==> config.mk <==
export PLATFORM = sky130hd
export DESIGN_NAME = fft_frame_capture
export DESIGN_NICKNAME = d
export VERILOG_FILES = /design/src/rtl/fft_pkg.sv /design/src/rtl/fft_capture_bank.sv /design/src/rtl/fft_frame_capture.sv
export SDC_FILE = /design/constraint.sdc
export NUM_CORES = 1
export LEC_CHECK = 0
export BUFFER_PORTS_ARGS = -buffer_cell sky130_fd_sc_hd__clkbuf_2
export CORE_MARGIN = 4
export CORE_UTILIZATION = 45
export CTS_CLUSTER_SIZE = 25
export DETAILED_ROUTE_END_ITERATION = 10
export GPL_TIMING_DRIVEN = 0
export HOLD_SLACK_MARGIN = 0.12
export PLACE_DENSITY_LB_ADDON = 0.3
export SLEW_MARGIN = 20
export SYNTH_ARGS = -nofsm -noshare
export SYNTH_HDL_FRONTEND = slang
export SYNTH_SLANG_ARGS = --single-unit
==> constraint.sdc <==
create_clock -name i_clk -period 8.2 [get_ports i_clk]
set_clock_uncertainty 0.2 [all_clocks]
set_input_delay 1.23 -clock i_clk [delete_from_list [all_inputs] [get_ports i_clk]]
set_output_delay 1.23 -clock i_clk [all_outputs]
set_load 0.02 [all_outputs]
==> src/rtl/fft_pkg.sv <==
// Shared types and sizes for the FFT output-stream consumers.
// The result word packs {real, imag} with real in the upper half.
package fft_pkg;

  localparam int OWIDTH  = 11;
  localparam int LGWIDTH = 4;
  localparam int N       = 2 ** LGWIDTH;

  typedef enum logic {
    W_IDLE,
    W_FILL
  } wstate_t;

  typedef enum logic {
    R_IDLE,
    R_STREAM
  } rstate_t;

  typedef struct packed {
    logic [OWIDTH-1:0] re;
    logic [OWIDTH-1:0] im;
  } result_t;

endpackage

==> src/rtl/fft_capture_bank.sv <==
// Simple dual-port frame store: one write port, one registered read port.
// Address is {bank, bin}; read data holds its value while rd_en is low.
module fft_capture_bank #(
  parameter int DW = 22,
  parameter int AW = 5
) (
  input  logic          i_clk,
  input  logic          wr_en,
  input  logic [AW-1:0] wr_addr,
  input  logic [DW-1:0] wr_data,
  input  logic          rd_en,
  input  logic [AW-1:0] rd_addr,
  output logic [DW-1:0] rd_data
);

  logic [DW-1:0] mem [2**AW];

  // NOTE: the array has no reset; validity is tracked by the bank full flags,
  // and leaving it out keeps the array mappable onto block RAM.
  always_ff @(posedge i_clk) begin
    if (wr_en) mem[wr_addr] <= wr_data;
    if (rd_en) rd_data <= mem[rd_addr];
  end

endmodule

==> src/rtl/fft_frame_capture.sv <==
// Captures sync-aligned 16-bin FFT frames into a ping-pong buffer and drains
// them in bin order over valid/ready; frames arriving with no free bank are dropped.
module fft_frame_capture
  import fft_pkg::*;
#(
  parameter int OWIDTH  = fft_pkg::OWIDTH,
  parameter int LGWIDTH = fft_pkg::LGWIDTH,
  parameter int CNTW    = 16
) (
  input  logic                 i_clk,
  input  logic                 i_reset,
  input  logic                 i_ce,
  input  logic [2*OWIDTH-1:0]  i_result,
  input  logic                 i_sync,
  output logic                 o_valid,
  input  logic                 i_ready,
  output logic [2*OWIDTH-1:0]  o_data,
  output logic [LGWIDTH-1:0]   o_bin,
  output logic                 o_last,
  output logic                 o_overflow,
  output logic [CNTW-1:0]      o_drop_count
);

  localparam int                 DW       = 2 * OWIDTH;
  localparam int                 NBIN     = 1 << LGWIDTH;
  localparam logic [LGWIDTH-1:0] LAST_BIN = LGWIDTH'(NBIN - 1);

  // ---------------------------------------------------------------------------
  // Shared state
  // ---------------------------------------------------------------------------
  logic [1:0] full;
  logic       wb, rb;
  logic       set_full, clr_full;

  // ---------------------------------------------------------------------------
  // Write side
  // ---------------------------------------------------------------------------
  wstate_t            wstate, wstate_nxt;
  logic [LGWIDTH-1:0] wptr, wptr_nxt;
  logic [LGWIDTH-1:0] wr_bin;
  logic               wb_nxt;
  logic               wr_en;
  logic               drop;

  // NOTE: every output of this block gets a default first, so no path
  // through the case statement can leave a signal unassigned and infer a latch.
  always_comb begin
    wstate_nxt = wstate;
    wptr_nxt   = wptr;
    wb_nxt     = wb;
    wr_en      = 1'b0;
    wr_bin     = wptr;
    set_full   = 1'b0;
    drop       = 1'b0;
    case (wstate)
      W_IDLE: begin
        if (i_ce && i_sync) begin
          if (!full[wb]) begin
            wr_en      = 1'b1;
            wr_bin     = '0;
            wptr_nxt   = LGWIDTH'(1);
            wstate_nxt = W_FILL;
          end else begin
            drop = 1'b1;
          end
        end
      end
      W_FILL: begin
        if (i_ce) begin
          wr_en = 1'b1;
          if (i_sync) begin
            // Early sync: restart the frame in place, overwriting the partial one.
            wr_bin   = '0;
            wptr_nxt = LGWIDTH'(1);
          end else if (wptr == LAST_BIN) begin
            set_full   = 1'b1;
            wb_nxt     = ~wb;
            wptr_nxt   = '0;
            wstate_nxt = W_IDLE;
          end else begin
            wptr_nxt = wptr + 1'b1;
          end
        end
      end
      default: wstate_nxt = W_IDLE;
    endcase
  end

  // NOTE: sequential state is updated with non-blocking assignments only, so
  // every register samples the pre-edge value of every other register.
  always_ff @(posedge i_clk) begin
    if (i_reset) begin
      wstate       <= W_IDLE;
      wptr         <= '0;
      wb           <= 1'b0;
      o_overflow   <= 1'b0;
      o_drop_count <= '0;
    end else begin
      wstate     <= wstate_nxt;
      wptr       <= wptr_nxt;
      wb         <= wb_nxt;
      o_overflow <= drop;
      if (drop && (o_drop_count != {CNTW{1'b1}}))
        o_drop_count <= o_drop_count + CNTW'(1);
    end
  end

  // ---------------------------------------------------------------------------
  // Frame store
  // ---------------------------------------------------------------------------
  logic                rd_en;
  logic [LGWIDTH:0]    rptr, rptr_nxt;
  logic [DW-1:0]       rd_data;

  fft_capture_bank #(
    .DW (DW),
    .AW (LGWIDTH + 1)
  ) u_bank (
    .i_clk   (i_clk),
    .wr_en   (wr_en),
    .wr_addr ({wb, wr_bin}),
    .wr_data (i_result),
    .rd_en   (rd_en),
    .rd_addr ({rb, rptr[LGWIDTH-1:0]}),
    .rd_data (rd_data)
  );

  // ---------------------------------------------------------------------------
  // Read side: RAM read stage -> skid -> output register
  // ---------------------------------------------------------------------------
  rstate_t            rstate, rstate_nxt;
  logic               rb_nxt;
  logic               rd_pend;
  logic [LGWIDTH-1:0] rd_bin;
  logic               rd_last;
  logic               skid_valid;
  logic [DW-1:0]      skid_data;
  logic [LGWIDTH-1:0] skid_bin;
  logic               skid_last;
  logic               out_free, take, skid_fill, can_issue;

  // A read may be issued only if its data is guaranteed a slot next cycle;
  // the skid and an in-flight read are therefore never occupied together.
  always_comb begin
    out_free  = !o_valid || i_ready;
    take      = o_valid && i_ready;
    skid_fill = !out_free && (skid_valid || rd_pend);
    can_issue = !skid_fill;
  end

  always_comb begin
    rstate_nxt = rstate;
    rptr_nxt   = rptr;
    rb_nxt     = rb;
    rd_en      = 1'b0;
    clr_full   = 1'b0;
    case (rstate)
      R_IDLE: begin
        if (full[rb] && can_issue) begin
          rd_en      = 1'b1;
          rptr_nxt   = (LGWIDTH + 1)'(1);
          rstate_nxt = R_STREAM;
        end
      end
      R_STREAM: begin
        if (!rptr[LGWIDTH] && can_issue) begin
          rd_en    = 1'b1;
          rptr_nxt = rptr + 1'b1;
        end
        if (take && o_last) begin
          clr_full   = 1'b1;
          rb_nxt     = ~rb;
          rptr_nxt   = '0;
          rstate_nxt = R_IDLE;
        end
      end
      default: rstate_nxt = R_IDLE;
    endcase
  end

  always_ff @(posedge i_clk) begin
    if (i_reset) begin
      rstate     <= R_IDLE;
      rptr       <= '0;
      rb         <= 1'b0;
      full       <= '0;
      rd_pend    <= 1'b0;
      rd_bin     <= '0;
      rd_last    <= 1'b0;
      skid_valid <= 1'b0;
      skid_data  <= '0;
      skid_bin   <= '0;
      skid_last  <= 1'b0;
      o_valid    <= 1'b0;
      o_data     <= '0;
      o_bin      <= '0;
      o_last     <= 1'b0;
    end else begin
      rstate <= rstate_nxt;
      rptr   <= rptr_nxt;
      rb     <= rb_nxt;
      // Set and clear always target different banks, so both apply.
      if (clr_full) full[rb] <= 1'b0;
      if (set_full) full[wb] <= 1'b1;

      rd_pend <= rd_en;
      if (rd_en) begin
        rd_bin  <= rptr[LGWIDTH-1:0];
        rd_last <= (rptr[LGWIDTH-1:0] == LAST_BIN);
      end

      skid_valid <= skid_fill;
      if (!out_free && rd_pend) begin
        skid_data <= rd_data;
        skid_bin  <= rd_bin;
        skid_last <= rd_last;
      end

      if (out_free) begin
        o_valid <= skid_valid || rd_pend;
        if (skid_valid) begin
          o_data <= skid_data;
          o_bin  <= skid_bin;
          o_last <= skid_last;
        end else if (rd_pend) begin
          o_data <= rd_data;
          o_bin  <= rd_bin;
          o_last <= rd_last;
        end
      end
    end
  end

endmodule

==> impl_summary.log <==
[metrics] outcome: finished clean
[metrics] endpoints failing hold: 0
[metrics] Worst Tran Pin Value: 1.30 ns
[metrics] Post-Synthesis Net Count: 1721
[metrics] Worst Reg-to-Reg Cells: 8
[metrics] ANT nets after route: 0
[metrics] terminus of the critical flop-to-flop path: u_bank.rd_data[19]
[metrics] Async SR Flop Fraction: 0
[metrics] Worst IR Drop VDD: 0.136 mV
[metrics] Non-Filler Cell Area, Final: 36200 sq um
[metrics] max-slew violation total from the final report: 0
[metrics] total power: 8.30 mW
[metrics] worst path bufs/invs: 5
[metrics] CP endpoint kind: flop
[metrics] routed len/inst: 26.1 um
[metrics] Post-Synthesis Mean Instance Area: 18.5 sq um
[metrics] CP dominant cell by count: sky130_fd_sc_hd__buf_2
[metrics] slack of the worst reg-to-reg path: 4.11 ns
[metrics] total global routing track utilization: 0.203
[metrics] cell leakage power: 11.0 nW
[metrics] max_slew headroom: 0.108
[metrics] source of the worst register-to-register timing path: rptr[0]
[metrics] detailed-route via count: 16800
[metrics] basic-gate share of the synthesized area counting and, or, nand and nor cells: 0.0337
[metrics] Gate Count Post-Synth: 1691
[metrics] number of port buffers: 70
[metrics] combinational family with the most area after synthesis: multiplexers
[metrics] delay contributed by the slowest stage of the critical path: 0.71 ns
[metrics] fraction of synthesized cell area taken by the top area cell type: 0.697
[metrics] nature of the critical path startpoint: primary input
[metrics] power per cell area: 229 nW/um^2
[metrics] launch instance of the worst min-delay path: skid_bin[0]
[metrics] Min Hold Slack: 0.254 ns
[metrics] wire length after detailed routing: 75200 um
[metrics] FMAX: 239 MHz
[metrics] Clock Path Buffers: 3
[metrics] mux contribution to synthesized area: 0.133
[metrics] number of clock sinks: 820
[metrics] Placer Congestion: 0.851
[metrics] Endpoint, Worst Hold: skid_bin[0]
[metrics] hold depth: 2
[metrics] gate family responsible for the most delay along the worst path: simple AND/OR/NAND/NOR gates
[metrics] DRC marker count from the first detailed-route iteration: 2013
[metrics] clock latency reported for the late side of the worst-skew pair: 0.64 ns
[metrics] H-tree depth reported by CTS: 3
[metrics] endpoint required time on the critical path: 8.32 ns
[metrics] largest net degree at the start of global routing: 33
[metrics] final critical-path required period: 4.18 ns
[metrics] biggest area consumer among synthesized cells: sky130_fd_sc_hd__edfxtp_1
[metrics] number of remaining DRC errors: 0
[metrics] post-cts gate resize count: 0
[metrics] TritonCTS clock tree: built
[metrics] die area: 73800 sq um
[metrics] initial antenna violation count: 1
[metrics] Seq/Total Area, Yosys: 0.757
[metrics] Crit Path Class: in2reg
[metrics] critical path's slowest cell: sky130_fd_sc_hd__nand3_1
[metrics] total clock buffers created by CTS: 81
[metrics] synthesis-to-finish area growth: 15.6%
[metrics] global-route wire length before repair: 111000 um
[metrics] Die Span X: 272 um
[metrics] average via count per standard cell: 5.86
[metrics] Initial Util: 0.455
[metrics] iteration count of the initial detailed-routing pass: 7
[metrics] setup_tns: 0 ns
[metrics] number of global-route vias before repair: 16700
[metrics] Placement Rows: 96
[metrics] most area-consuming cells after synthesis: sky130_fd_sc_hd__edfxtp_1, sky130_fd_sc_hd__mux4_2, sky130_fd_sc_hd__dfxtp_1
[metrics] RSZ-0062 raised after global routing: no
[metrics] Critical Path, Cell by Cell: clkbuf_1 -> and2_1 -> nand3_1 -> nor4_2 -> buf_2 -> buf_2 -> buf_2 -> buf_2
[metrics] clock root cell: sky130_fd_sc_hd__clkbuf_16
[metrics] ratio of final minimum period to clock period: 0.509
[metrics] adder and majority gate portion of the synthesized area: 0.00120
[metrics] data arrival time of the critical path: 4.30 ns
[metrics] number of different library cells in the post-synthesis netlist: 48
[metrics] number of nets in the layout: 1911
[metrics] post-CTS setup buffer count: 0
[metrics] placeable core region: 68700 sq um
[metrics] # Max-Cap Violations: 0
[metrics] Tightest Hold Check Type: reg2reg
[metrics] number of flops mapped to enable cells by yosys: 726
[metrics] # diodes: 0
[metrics] final cell utilization of the core: 0.526
[metrics] flip-flop cell with the highest count after synthesis: sky130_fd_sc_hd__edfxtp_1
[metrics] post-DP HPWL: 49900 um
[metrics] Overflow after GRT: 0
[metrics] placed inst area: 33600 sq um
[metrics] fraction of layout cells with a size suffix above 1: 0.228
[metrics] clock slew seen by the registers of the worst setup and hold paths: 0.06 ns
[metrics] xor/xnor cell area share of the yosys netlist: 0.00448
[metrics] I/O pin count: 72
[metrics] number of endpoints failing setup at the final stage: 0
[metrics] area of the mapped netlist: 31300 sq um
[metrics] total of flip-flops plus latches after synthesis: 820
[metrics] Compound-Gate Fraction of Synth Area: 0.0553
[metrics] Hold-fix buffers, CTS: 0
[metrics] Ys Warns: 0
[metrics] maximum fanout count along the critical path: 9
[metrics] y dimension of the die: 272 um
-- synthesized netlist by cell type (10+ instances only) --
cell	number
sky130_fd_sc_hd__o221ai_1	22
sky130_fd_sc_hd__nand2_1	82
sky130_fd_sc_hd__xnor2_1	10
sky130_fd_sc_hd__buf_2	30
sky130_fd_sc_hd__a22o_1	19
sky130_fd_sc_hd__a22oi_1	30
sky130_fd_sc_hd__nor2_1	93
sky130_fd_sc_hd__a211oi_1	34
sky130_fd_sc_hd__clkbuf_1	60
sky130_fd_sc_hd__edfxtp_1	726
sky130_fd_sc_hd__a2111oi_0	20
sky130_fd_sc_hd__mux4_2	131
sky130_fd_sc_hd__o22ai_1	21
sky130_fd_sc_hd__mux2i_1	115
sky130_fd_sc_hd__a21oi_1	87
sky130_fd_sc_hd__dfxtp_1	94
sky130_fd_sc_hd__nand3_1	16
-- cells in the final DEF (no fill, tap or decap), drive strengths merged, types with 8 or more instances in the layout --
master / n
o21ai: 10
o22ai: 21
nor4: 9
a2111oi: 21
dfxtp: 94
mux4: 131
a211oi: 34
o221ai: 23
a21oi: 87
inv: 10
xnor2: 10
clkbuf: 232
a22oi: 30
nand3: 16
a22o: 19
edfxtp: 726
clkinv: 33
mux2i: 115
nand4: 8
nand2: 82
nor2: 93
buf: 77
-- worst reg2reg max path, delay by kind of cell (launching register included) --
kind | cells | cell delay [ns]
compound gates | 3 | 1.33
buf+inv | 4 | 1.58
flops | 1 | 0.39
mux | 1 | 0.24
-- sequential cells by signal, summed over array words and instances, names as in the netlist, 2 cells and up --
register	flops
full	2
o_bin	4
o_data	22
o_drop_count	16
rd_bin	4
rptr	5
skid_bin	4
skid_data	22
u_bank.mem	704
u_bank.rd_data	22
wptr	4
-- area by class of cell --
| type | instances | area (sq um) |
|---|---|---|
| clock buffer | 102 | 2170 |
| clock inverter | 46 | 423 |
| inverter | 8 | 30.0 |
| timing repair buffer | 107 | 831 |
| tap | 931 | 1160 |
| sequential | 820 | 23700 |
| fill | 5409 | 32500 |
| buffer | 100 | 428 |
| multi-input combinational | 763 | 7430 |
-- power breakdown --
group          leakage (nW)  switching [mW]  internal (mW)  total, mW
clock network          1.26            1.55           2.07       3.62
logic                  2.43           0.104         0.0222      0.126
registers              7.29         0.00319           4.55       4.55
-- worst max-delay path by stage --
stage	start	end	cells past startpoint
floorplan	i_ce	u_bank.mem[9][0]	5
global placement	i_ce	u_bank.mem[9][16]	5
detailed placement	i_ce	u_bank.mem[11][18]	8
CTS	rptr[0]	u_bank.rd_data[19]	8
global route	i_ce	u_bank.mem[11][18]	8
finish	i_ce	u_bank.mem[11][18]	8
-- stage by stage --
step / worst slack, ns / std cells
final: 4.02 / 2877
after detailed placement: 3.49 / 2729
after global routing: 3.92 / 2877
after floorplan: 3.29 / 1691
after CTS: 4.03 / 2877
after global placement: 0.714 / 2692
-- cells by family (layout without fill, tap and decap cells) --
kind of cell	Yosys count	in the layout
AO/OA/AOI/OAI	253	253
XOR/XNOR	16	16
adder cells (fa/ha/maj)	3	3
buffers and inverters	108	363
flip-flops	820	820
multiplexers	252	252
AND/OR/NAND/NOR	239	239
-- metal layers --
| metal | up-vias | GRT usage | routed length, um |
|---|---|---|---|
| met5 | - | 0 | 7 |
| met4 | 2 | 0.0694 | 2160 |
| met3 | 99 | 0.0339 | 6290 |
| met2 | 787 | 0.324 | 35900 |
| met1 | 8711 | 0.286 | 30900 |
| li1 | 7247 | - | - |
Note: power is estimated with default switching activity, not from simulation.
